===== config.mk =====
export PLATFORM = sky130hd
export DESIGN_NAME = mps_clk_gen
export DESIGN_NICKNAME = d
export VERILOG_FILES = /design/src/rtl/mps_clk_pkg.sv /design/src/rtl/mps_clk_chan.sv /design/src/rtl/mps_clk_gen.sv
export SDC_FILE = /design/constraint.sdc
export NUM_CORES = 1
export LEC_CHECK = 0
export CAP_MARGIN = 20
export CORE_MARGIN = 2
export CORE_UTILIZATION = 54
export CTS_BUF_LIST = sky130_fd_sc_hd__clkbuf_4
export DETAILED_ROUTE_END_ITERATION = 12
export GPL_TIMING_DRIVEN = 0
export PLACE_DENSITY = 0.72
export SLEW_MARGIN = 30
export SYNTH_ARGS = -nofsm -noshare
export SYNTH_HDL_FRONTEND = slang
export SYNTH_SLANG_ARGS = --single-unit
export TNS_END_PERCENT = 20

===== constraint.sdc =====
create_clock -name systemclk -period 2.9 [get_ports systemclk]
set_input_delay 0.58 -clock systemclk [delete_from_list [all_inputs] [get_ports systemclk]]
set_output_delay 0.58 -clock systemclk [all_outputs]
set_load 0.1 [all_outputs]

===== src/rtl/mps_clk_pkg.sv =====
// Shared types, constants and helpers for the multi-channel divided-clock generator.
package mps_clk_pkg;

    typedef enum logic [1:0] {
        IDLE  = 2'd0,
        ARMED = 2'd1,
        RUN   = 2'd2
    } chan_state_t;

    localparam int unsigned MIN_DIV = 32'd2;

    // Length of the high phase of an N-cycle period.
    function automatic int unsigned half(input int unsigned n);
        return n >> 32'd1;
    endfunction

endpackage


===== src/rtl/mps_clk_chan.sv =====
// One divided-clock channel: IDLE/ARMED/RUN control, period counter,
// pending ratio/stop requests applied only at a period boundary.
module mps_clk_chan #(
    parameter int DIV_W = 8
) (
    input  logic             clk,
    input  logic             rst_n,
    input  logic             srst,
    input  logic             wr,
    input  logic             wr_en,
    input  logic [DIV_W-1:0] wr_div,
    input  logic             start,
    output logic             clk_out,
    output logic             clk_stb,
    output logic             ch_run
);
    import mps_clk_pkg::*;

    localparam logic [DIV_W-1:0] ZERO_C = {DIV_W{1'b0}};
    localparam logic [DIV_W-1:0] ONE_C  = DIV_W'(32'd1);
    localparam logic [DIV_W-1:0] RST_DIV_C = DIV_W'(MIN_DIV);

    chan_state_t      state_r;
    logic [DIV_W-1:0] cnt_r;
    logic [DIV_W-1:0] cur_div_r;
    logic [DIV_W-1:0] pend_div_r;
    logic             pend_div_v_r;
    logic             pend_stop_r;
    logic             clk_out_r;
    logic             clk_stb_r;
    logic             ch_run_r;

    logic [DIV_W-1:0] cnt_inc_s;
    logic [DIV_W-1:0] half_s;
    logic [DIV_W-1:0] next_div_s;
    logic             wrap_s;
    logic             stop_s;
    logic             clk_hi_s;

    // Period wrap detection; a write landing on the wrap edge still counts for this wrap.
    always_comb begin
        cnt_inc_s = cnt_r + ONE_C;
        half_s    = DIV_W'(half(32'(cur_div_r)));
        wrap_s    = (cnt_r == (cur_div_r - ONE_C));
        clk_hi_s  = (cnt_inc_s < half_s);
        stop_s    = pend_stop_r | (wr & ~wr_en);
        if (wr && wr_en) begin
            next_div_s = wr_div;
        end else if (pend_div_v_r) begin
            next_div_s = pend_div_r;
        end else begin
            next_div_s = cur_div_r;
        end
    end

    // Channel state machine with registered clock, strobe and run outputs.
    always_ff @(posedge clk or negedge rst_n) begin
        if (!rst_n) begin
            state_r      <= IDLE;
            cnt_r        <= ZERO_C;
            cur_div_r    <= RST_DIV_C;
            pend_div_r   <= RST_DIV_C;
            pend_div_v_r <= 1'b0;
            pend_stop_r  <= 1'b0;
            clk_out_r    <= 1'b0;
            clk_stb_r    <= 1'b0;
            ch_run_r     <= 1'b0;
        end else if (srst) begin
            state_r      <= IDLE;
            cnt_r        <= ZERO_C;
            cur_div_r    <= RST_DIV_C;
            pend_div_r   <= RST_DIV_C;
            pend_div_v_r <= 1'b0;
            pend_stop_r  <= 1'b0;
            clk_out_r    <= 1'b0;
            clk_stb_r    <= 1'b0;
            ch_run_r     <= 1'b0;
        end else begin
            clk_stb_r <= 1'b0;
            case (state_r)
                IDLE: begin
                    clk_out_r <= 1'b0;
                    ch_run_r  <= 1'b0;
                    if (wr && wr_en) begin
                        cur_div_r <= wr_div;
                        state_r   <= ARMED;
                    end
                end
                ARMED: begin
                    if (start) begin
                        state_r   <= RUN;
                        cnt_r     <= ZERO_C;
                        clk_out_r <= 1'b1;
                        clk_stb_r <= 1'b1;
                        ch_run_r  <= 1'b1;
                        // A write on the start edge behaves like a RUN-state write.
                        if (wr && wr_en) begin
                            pend_div_r   <= wr_div;
                            pend_div_v_r <= 1'b1;
                        end else if (wr) begin
                            pend_stop_r <= 1'b1;
                        end
                    end else if (wr && wr_en) begin
                        cur_div_r <= wr_div;
                    end else if (wr) begin
                        state_r <= IDLE;
                    end
                end
                RUN: begin
                    if (wrap_s) begin
                        cnt_r        <= ZERO_C;
                        pend_div_v_r <= 1'b0;
                        pend_stop_r  <= 1'b0;
                        if (stop_s) begin
                            state_r   <= IDLE;
                            clk_out_r <= 1'b0;
                            ch_run_r  <= 1'b0;
                        end else begin
                            cur_div_r <= next_div_s;
                            clk_out_r <= 1'b1;
                            clk_stb_r <= 1'b1;
                        end
                    end else begin
                        cnt_r     <= cnt_inc_s;
                        clk_out_r <= clk_hi_s;
                        if (wr && wr_en) begin
                            pend_div_r   <= wr_div;
                            pend_div_v_r <= 1'b1;
                        end else if (wr) begin
                            pend_stop_r <= 1'b1;
                        end
                    end
                end
                default: begin
                    state_r   <= IDLE;
                    clk_out_r <= 1'b0;
                    ch_run_r  <= 1'b0;
                end
            endcase
        end
    end

    assign clk_out = clk_out_r;
    assign clk_stb = clk_stb_r;
    assign ch_run  = ch_run_r;

endmodule


===== src/rtl/mps_clk_gen.sv =====
// Runtime-programmable divided-clock generator: validates configuration writes,
// routes them to the addressed channel and starts all armed channels together.
module mps_clk_gen #(
    parameter int NCH   = 3,
    parameter int DIV_W = 8,
    parameter int CH_W  = (NCH > 32'sd1) ? $clog2(NCH) : 32'sd1
) (
    input  logic             systemclk,
    input  logic             sys_reset,
    input  logic             cfg_wr,
    input  logic [CH_W-1:0]  cfg_ch,
    input  logic [DIV_W-1:0] cfg_div,
    input  logic             cfg_en,
    input  logic             sync_start,
    output logic [NCH-1:0]   clk_out,
    output logic [NCH-1:0]   clk_stb,
    output logic [NCH-1:0]   ch_run,
    output logic             cfg_ack,
    output logic             cfg_err
);
    import mps_clk_pkg::*;

    logic           ch_ok_s;
    logic           div_ok_s;
    logic           accept_s;
    logic           reject_s;
    logic           srst_s;
    logic [NCH-1:0] wr_sel_s;
    logic           cfg_ack_r;
    logic           cfg_err_r;

    // Out-of-range channels and sub-minimum ratios are rejected; stop requests ignore the ratio.
    always_comb begin
        ch_ok_s  = (32'(cfg_ch) < 32'(NCH));
        div_ok_s = !cfg_en || (32'(cfg_div) >= MIN_DIV);
        accept_s = cfg_wr && ch_ok_s && div_ok_s;
        reject_s = cfg_wr && !accept_s;
        srst_s   = 1'b0;
    end

    // Write handshake pulses, one cycle after the write is sampled.
    always_ff @(posedge systemclk or negedge sys_reset) begin
        if (!sys_reset) begin
            cfg_ack_r <= 1'b0;
            cfg_err_r <= 1'b0;
        end else begin
            cfg_ack_r <= accept_s;
            cfg_err_r <= reject_s;
        end
    end

    for (genvar g = 0; g < NCH; g++) begin : g_chan
        assign wr_sel_s[g] = accept_s && (cfg_ch == CH_W'(g));

        mps_clk_chan #(
            .DIV_W(DIV_W)
        ) u_chan (
            .clk     (systemclk),
            .rst_n   (sys_reset),
            .srst    (srst_s),
            .wr      (wr_sel_s[g]),
            .wr_en   (cfg_en),
            .wr_div  (cfg_div),
            .start   (sync_start),
            .clk_out (clk_out[g]),
            .clk_stb (clk_stb[g]),
            .ch_run  (ch_run[g])
        );
    end

    assign cfg_ack = cfg_ack_r;
    assign cfg_err = cfg_err_r;

endmodule

Word level (Yosys, flattened, before mapping)
Cells that the tools add are included.

Input port bits: 15. Output and inout port bits: 11. Bits in registers: 95. Logic and storage cells: 239.

Multiplexer cells: 114. Reductions and logical operators: 37. Bitwise operators: 7. Equal/unequal tests: 41. $add $sub $neg: 6. $lt $le $gt $ge: 5.

Operators by type and width (count): $mux W8 (31); $pmux W8 S2 (6); $pmux W8 S3 (3); $mux W1 (38); $mux W2 (18); $pmux W1 S2 (15); $reduce_and A5 Y1 (6); $add A8 B1 Y8 const B (3); $eq A8 B8 Y1 (3); $lt A8 B7 Y1 (3); $ne A2 B2 Y1 const B (12); $sub A8 B1 Y8 const B (3); $ne A2 B1 Y1 const B (9); $pmux W2 S3 (3); $reduce_and A3 Y1 (6); $logic_and A1 B1 Y1 (9); $ne A3 B1 Y1 const B (3); $ne A3 B2 Y1 const B (3); $ne A3 B3 Y1 const B (3); $reduce_bool A3 Y1 (3); $eq A2 B1 Y1 const B (4); $eq A2 B2 Y1 const B (4); $ge A8 B2 Y1 const B (1); $logic_not A2 Y1 (4); other kinds (8) (17).

Logic depth before layout (Yosys ltp)
Depth in word-level cells: 9. Mapped depth: 11. Gate-level depth less buffers: 9.

Hierarchy
A second synthesis with hierarchy kept.

Cell total of the unflattened synthesis: 721. Area total of the unflattened synthesis: 6653.9 µm².

Modules (own cells, without submodules): mps_clk_chan (g_chan[0].u_chan) (times used 1, cells each 242, area an instance 2225.9 µm², seq. area each 778.2 µm²); mps_clk_chan (g_chan[2].u_chan) (times used 1, cells each 228, area an instance 2202.1 µm², seq. area each 778.2 µm²); mps_clk_chan (g_chan[1].u_chan) (times used 1, cells each 238, area an instance 2105.8 µm², seq. area each 778.2 µm²); mps_clk_gen (times used 1, cells each 13, area an instance 120.1 µm², seq. area each 50.0 µm²).

Worst setup path after synthesis
Ideal clock, no wire load.

Path kind: register to register. Start: register g_chan[0].u_chan.cur_div_r[0]. End: register g_chan[0].u_chan.pend_div_r[0]. Arrival time: 2.386 ns. Stages on the path, launching flop included: 9. Path buffers: 1. Required time: 2.775 ns. Setup time: 0.125 ns. Clock period less this slack: 2.511 ns. Slack: 0.389 ns. Cells stage by stage: dfrtp_1 > or4_4 > nor4_1 > nor3_2 > nor4_4 > nand2_2 > and2_4 > buf_6 > mux2_4.

Cells in the longest elaborated chain, start to end: 4.

RTL lines: start: declaration (RTL line mps_clk_chan.sv:25) `logic [DIV_W-1:0] cur_div_r;`; start signal: assignment (RTL line mps_clk_chan.sv:85) `cur_div_r <= wr_div;`; start signal: assignment (RTL line mps_clk_chan.sv:104) `cur_div_r <= wr_div;`; start signal: assignment (RTL line mps_clk_chan.sv:119) `cur_div_r <= next_div_s;`; $sub A8 B1 Y8 (RTL line mps_clk_chan.sv:44) `wrap_s = (cnt_r == (cur_div_r - ONE_C));`; $eq A8 B8 Y1 (RTL line mps_clk_chan.sv:44); $ne A2 B2 Y1 (no line); $reduce_and A3 Y1 (no line); end signal: assignment (RTL line mps_clk_chan.sv:98) `pend_div_r <= wr_div;`; end signal: assignment (RTL line mps_clk_chan.sv:127) `pend_div_r <= wr_div;`; end: declaration (RTL line mps_clk_chan.sv:26) `logic [DIV_W-1:0] pend_div_r;`.

Every way passes these cells. A chain may end at the register's enable or synchronous reset.

Worst setup path after layout
Start: register g_chan[1].u_chan.cur_div_r[1]. End: register g_chan[1].u_chan.state_r[0].

Cells in the longest elaborated chain, start to end: 4.

RTL lines: start: declaration (RTL line mps_clk_chan.sv:25); start signal: assignment (RTL line mps_clk_chan.sv:85); start signal: assignment (RTL line mps_clk_chan.sv:104); start signal: assignment (RTL line mps_clk_chan.sv:119); $sub A8 B1 Y8 (RTL line mps_clk_chan.sv:44); $eq A8 B8 Y1 (RTL line mps_clk_chan.sv:44); $ne A2 B1 Y1 (no line); $reduce_and A5 Y1 (no line); end signal: assignment (RTL line mps_clk_chan.sv:59) `state_r <= IDLE;`; end signal: assignment (RTL line mps_clk_chan.sv:69) `state_r <= IDLE;`; end signal: assignment (RTL line mps_clk_chan.sv:86) `state_r <= ARMED;`; end: declaration (RTL line mps_clk_chan.sv:23) `chan_state_t state_r;`.

Every way passes these cells.

==> metrics.yaml <==
clock_network:
  cts.clk_slew.worst_paths_ps: 150
  clock_insertion_delay_worst_skew_ps: 470
  cts_buffers: 9
  clock_sinks: 95
  clock-root-buffer: "clkbuf_4"
  htreeDepth: 3
  cts_tree: "done"
  cts.path.max_buffers: 2
routing:
  drt_iter0_markers: 269
  drt_pass1_iterations: 4
  num_vias: 4704
  routed_via_density: 5.851
  wire_per_inst_microns: 16.55
  routed_wirelength_microns: 13300
  postRouteAntennaNets: 0
  drc: 0
critical_path:
  required_ps: 3270
  worstReg2RegStart: "g_chan[1].u_chan.cur_div_r[1]"
  crit_slowest_cell: "dfstp_2"
  worst-path-buf-inv: 2
  arrival_ps: 3170
  cp_common_cell: "a21oi_1"
  crit_path_start_kind: "flip-flop"
  cp_cell_sequence: "inv_1, ha_1, clkbuf_1, xnor2_1, a21oi_1, o21ai_0, a211o_1, o31ai_2, a21oi_1, a31o_2"
  r2r_cells: 10
  crit_start: "g_chan[1].u_chan.cur_div_r[1]"
  cp_slowest_stage_delay_ps: 610
  critPathMaxFanout: 8
  critical_path_depth: 10
  end_kind: "flip-flop"
  worst-setup-path-type: "reg -> reg"
  cpLargestDelayFamily: "compound AO/OA/AOI/OAI gates"
synthesis:
  synth-seq-cells: 95
  ys_warn_count: 0
  ys.flop_type: "dfrtp_1"
  synth_area_per_cell_sq_um: 9.810
  ys_top_cells_by_area: "dfrtp_1 (36%), ha_1 (7.4%), mux2i_1 (7.2%)"
  yosysSeqAreaShare: 0.3908
  synth_top_area_frac: 0.3650
  ys_async_sr_fraction: 1.000
  syn-num-nets: 673
  synth_area_leader_cell: "dfrtp_1"
  synth_area_sq_um: 6102
  synth_cell_types: 66
  syn_inst: 622
  synth-edff-count: 0
floorplanning:
  io_pins: 26
  die_width_microns: 110.3
  initial_core_util: 0.5580
  std_cell_rows: 38
  die_h_microns: 110.3
  core_area_sq_um: 10940
  dieArea_sq_um: 12170
sta:
  worst_pin_slew_ps: 967.9
  maxSlewViolCount: 0
  fmax_mhz: 358.0
  setup_viol: 0
  rsz0062_at_grt: "true"
  clock_skew_ps: 20.25
  period_share: 0.9633
  min_period_ps: 2794
  fin_hold_ws_ps: 505.2
  relSlewSlack: 0.3527
  hold_violations: 0
global_route:
  grt_pass1_wl_microns: 22340
  grt_pass1_vias: 4670
  antenna_found_initial: 0
  grtUsageTotal: 0.2369
  grt_overflow_total: 0
  grt_max_degree: 67
hold_path:
  min_path_type: "reg -> reg"
  min_delay_path_depth: 1
  hold_start: "g_chan[0].u_chan.pend_div_v_r"
final_layout:
  layout_common_cells: "dfrtp_1 (89), nand2_1 (48), mux2i_1 (44)"
  fin_util: 0.6196
  final_common_cell: "dfrtp_1"
  num_antenna_cells: 0
  design_area_sq_um: 6775
  drive_gt1_frac: 0.1280
  area_growth_syn_to_layout_pct: 11.03
  final_cell_count_no_fill: 804
  fin_nets: 710
placed_design:
  dp_cells: 787
  postPlaceCellArea_sq_um: 6546
  dp_hpwl_microns: 10040
  place.gp.congestion: 0.8263
  portBuffers: 24
power:
  power_w: 0.004838
  ir_worst_vdd_mv: 0.4048
  p_per_area_nw_per_um2: 714.1
  power.leakage_nw: 3.164
flow_run:
  cap_violations: 0
status:
  status: "finished, final reports clean"
[kinds of logic after synthesis]
kind of cell / synth area share
XOR/XNOR: 0.06602
adder cells (fa/ha/maj): 0.07382
multiplexers: 0.1214
AND/OR/NAND/NOR: 0.1470
AO/OA/AOI/OAI: 0.1564
flip-flops: 0.3908
buffers and inverters: 0.04449
[cells in the mapped netlist, types with 3 or more instances]
| master | count |
|---|---|
| nor3b_1 | 3 |
| nor2_1 | 40 |
| nand4_1 | 4 |
| nor3_1 | 10 |
| o21ai_1 | 3 |
| a21o_1 | 14 |
| nand2_1 | 49 |
| mux2_4 | 8 |
| o21a_1 | 4 |
| a211oi_1 | 3 |
| nand2b_1 | 9 |
| nor4_1 | 4 |
| dfrtp_1 | 89 |
| clkbuf_1 | 14 |
| o22ai_1 | 3 |
| a31oi_1 | 5 |
| a21boi_0 | 6 |
| ha_1 | 36 |
| dfstp_2 | 6 |
| o31ai_1 | 6 |
| xor2_1 | 20 |
| a21oi_1 | 39 |
| a2111oi_0 | 4 |
| mux2i_1 | 44 |
| nor2b_1 | 8 |
| inv_1 | 34 |
| xnor2_1 | 26 |
| a211o_1 | 4 |
| mux2_2 | 16 |
| nand3_1 | 19 |
| o21ai_0 | 28 |
| a22o_1 | 4 |
| or3_1 | 8 |
| buf_4 | 10 |
[layout make-up]
cell class	instances	area (sq um)
tap	140	175.2
clock inverter	7	53.80
fill	940	4160
buffer	25	141.4
inverter	34	127.6
clock buffer	9	67.56
timing repair buffer	27	286.5
multi-input combinational	467	3538
sequential	95	2385
[what timing repair did]
action	4_1_cts	5_1_grt
setup endpoints to repair	4	56
buffers inserted	0	1
resized for setup	1	18
endpoints found under the hold margin	28	0
gates cloned	0	0
pin swaps	0	4
hold buffers	1	0
[registers in the layout, indices dropped and copies added (netlist names)]
register and count:
g_chan.u_chan.cnt_r 24, g_chan.u_chan.pend_stop_r 3, cfg_err 1, cfg_ack 1, g_chan.u_chan.clk_out 3, g_chan.u_chan.pend_div_v_r 3
g_chan.u_chan.cur_div_r 24, g_chan.u_chan.clk_stb 3, g_chan.u_chan.pend_div_r 24, g_chan.u_chan.ch_run 3, g_chan.u_chan.state_r 6
[metal layers]
metal  vias up  GRT usage  share of wire
met5         -          0              0
met4         0    0.08839          0.018
met3        14    0.03175          0.024
met2        54     0.3918           0.49
met1      2344     0.3179           0.47
li1       2292          -              -
[worst paths after layout]
check / to / slack, ps
worst max-delay path: g_chan[1].u_chan.state_r[0] / 110
worst min-delay path: g_chan[0].u_chan.pend_div_v_r / 510
worst max register to register: g_chan[1].u_chan.state_r[0] / 110
worst min register to register: g_chan[0].u_chan.pend_div_v_r / 510
max in group asynchronous: g_chan[2].u_chan.cur_div_r[1] / 1690
min in group asynchronous: g_chan[0].u_chan.cnt_r[4] / 520
[worst register-to-register path: cells and delay by family, from the launching register on]
family / cells / cell delay [ps]
flops: 1 / 610
buf+inv: 2 / 280
fa+ha+maj: 1 / 180
xor+xnor: 1 / 180
compound gates: 6 / 1450
[power breakdown]
group	leakage (nW)	internal (W)	switching, W	total, W
logic	1.91	0.000885	0.00126	0.00214
clock network	0.0673	0.000248	0.000447	0.000695
registers	1.19	0.00168	0.000322	0.00200
total	3.16	0.00281	0.00203	0.00484
[stage by stage]
stage	setup WS [ps]	TNS [ps]
floorplan	388.6	0
global placement	-2263	-214630
detailed placement	-517.8	-9970
CTS	4.047	0
global route	-46.29	-66.62
finish	106.4	0
(Power assumes the default switching activity.)
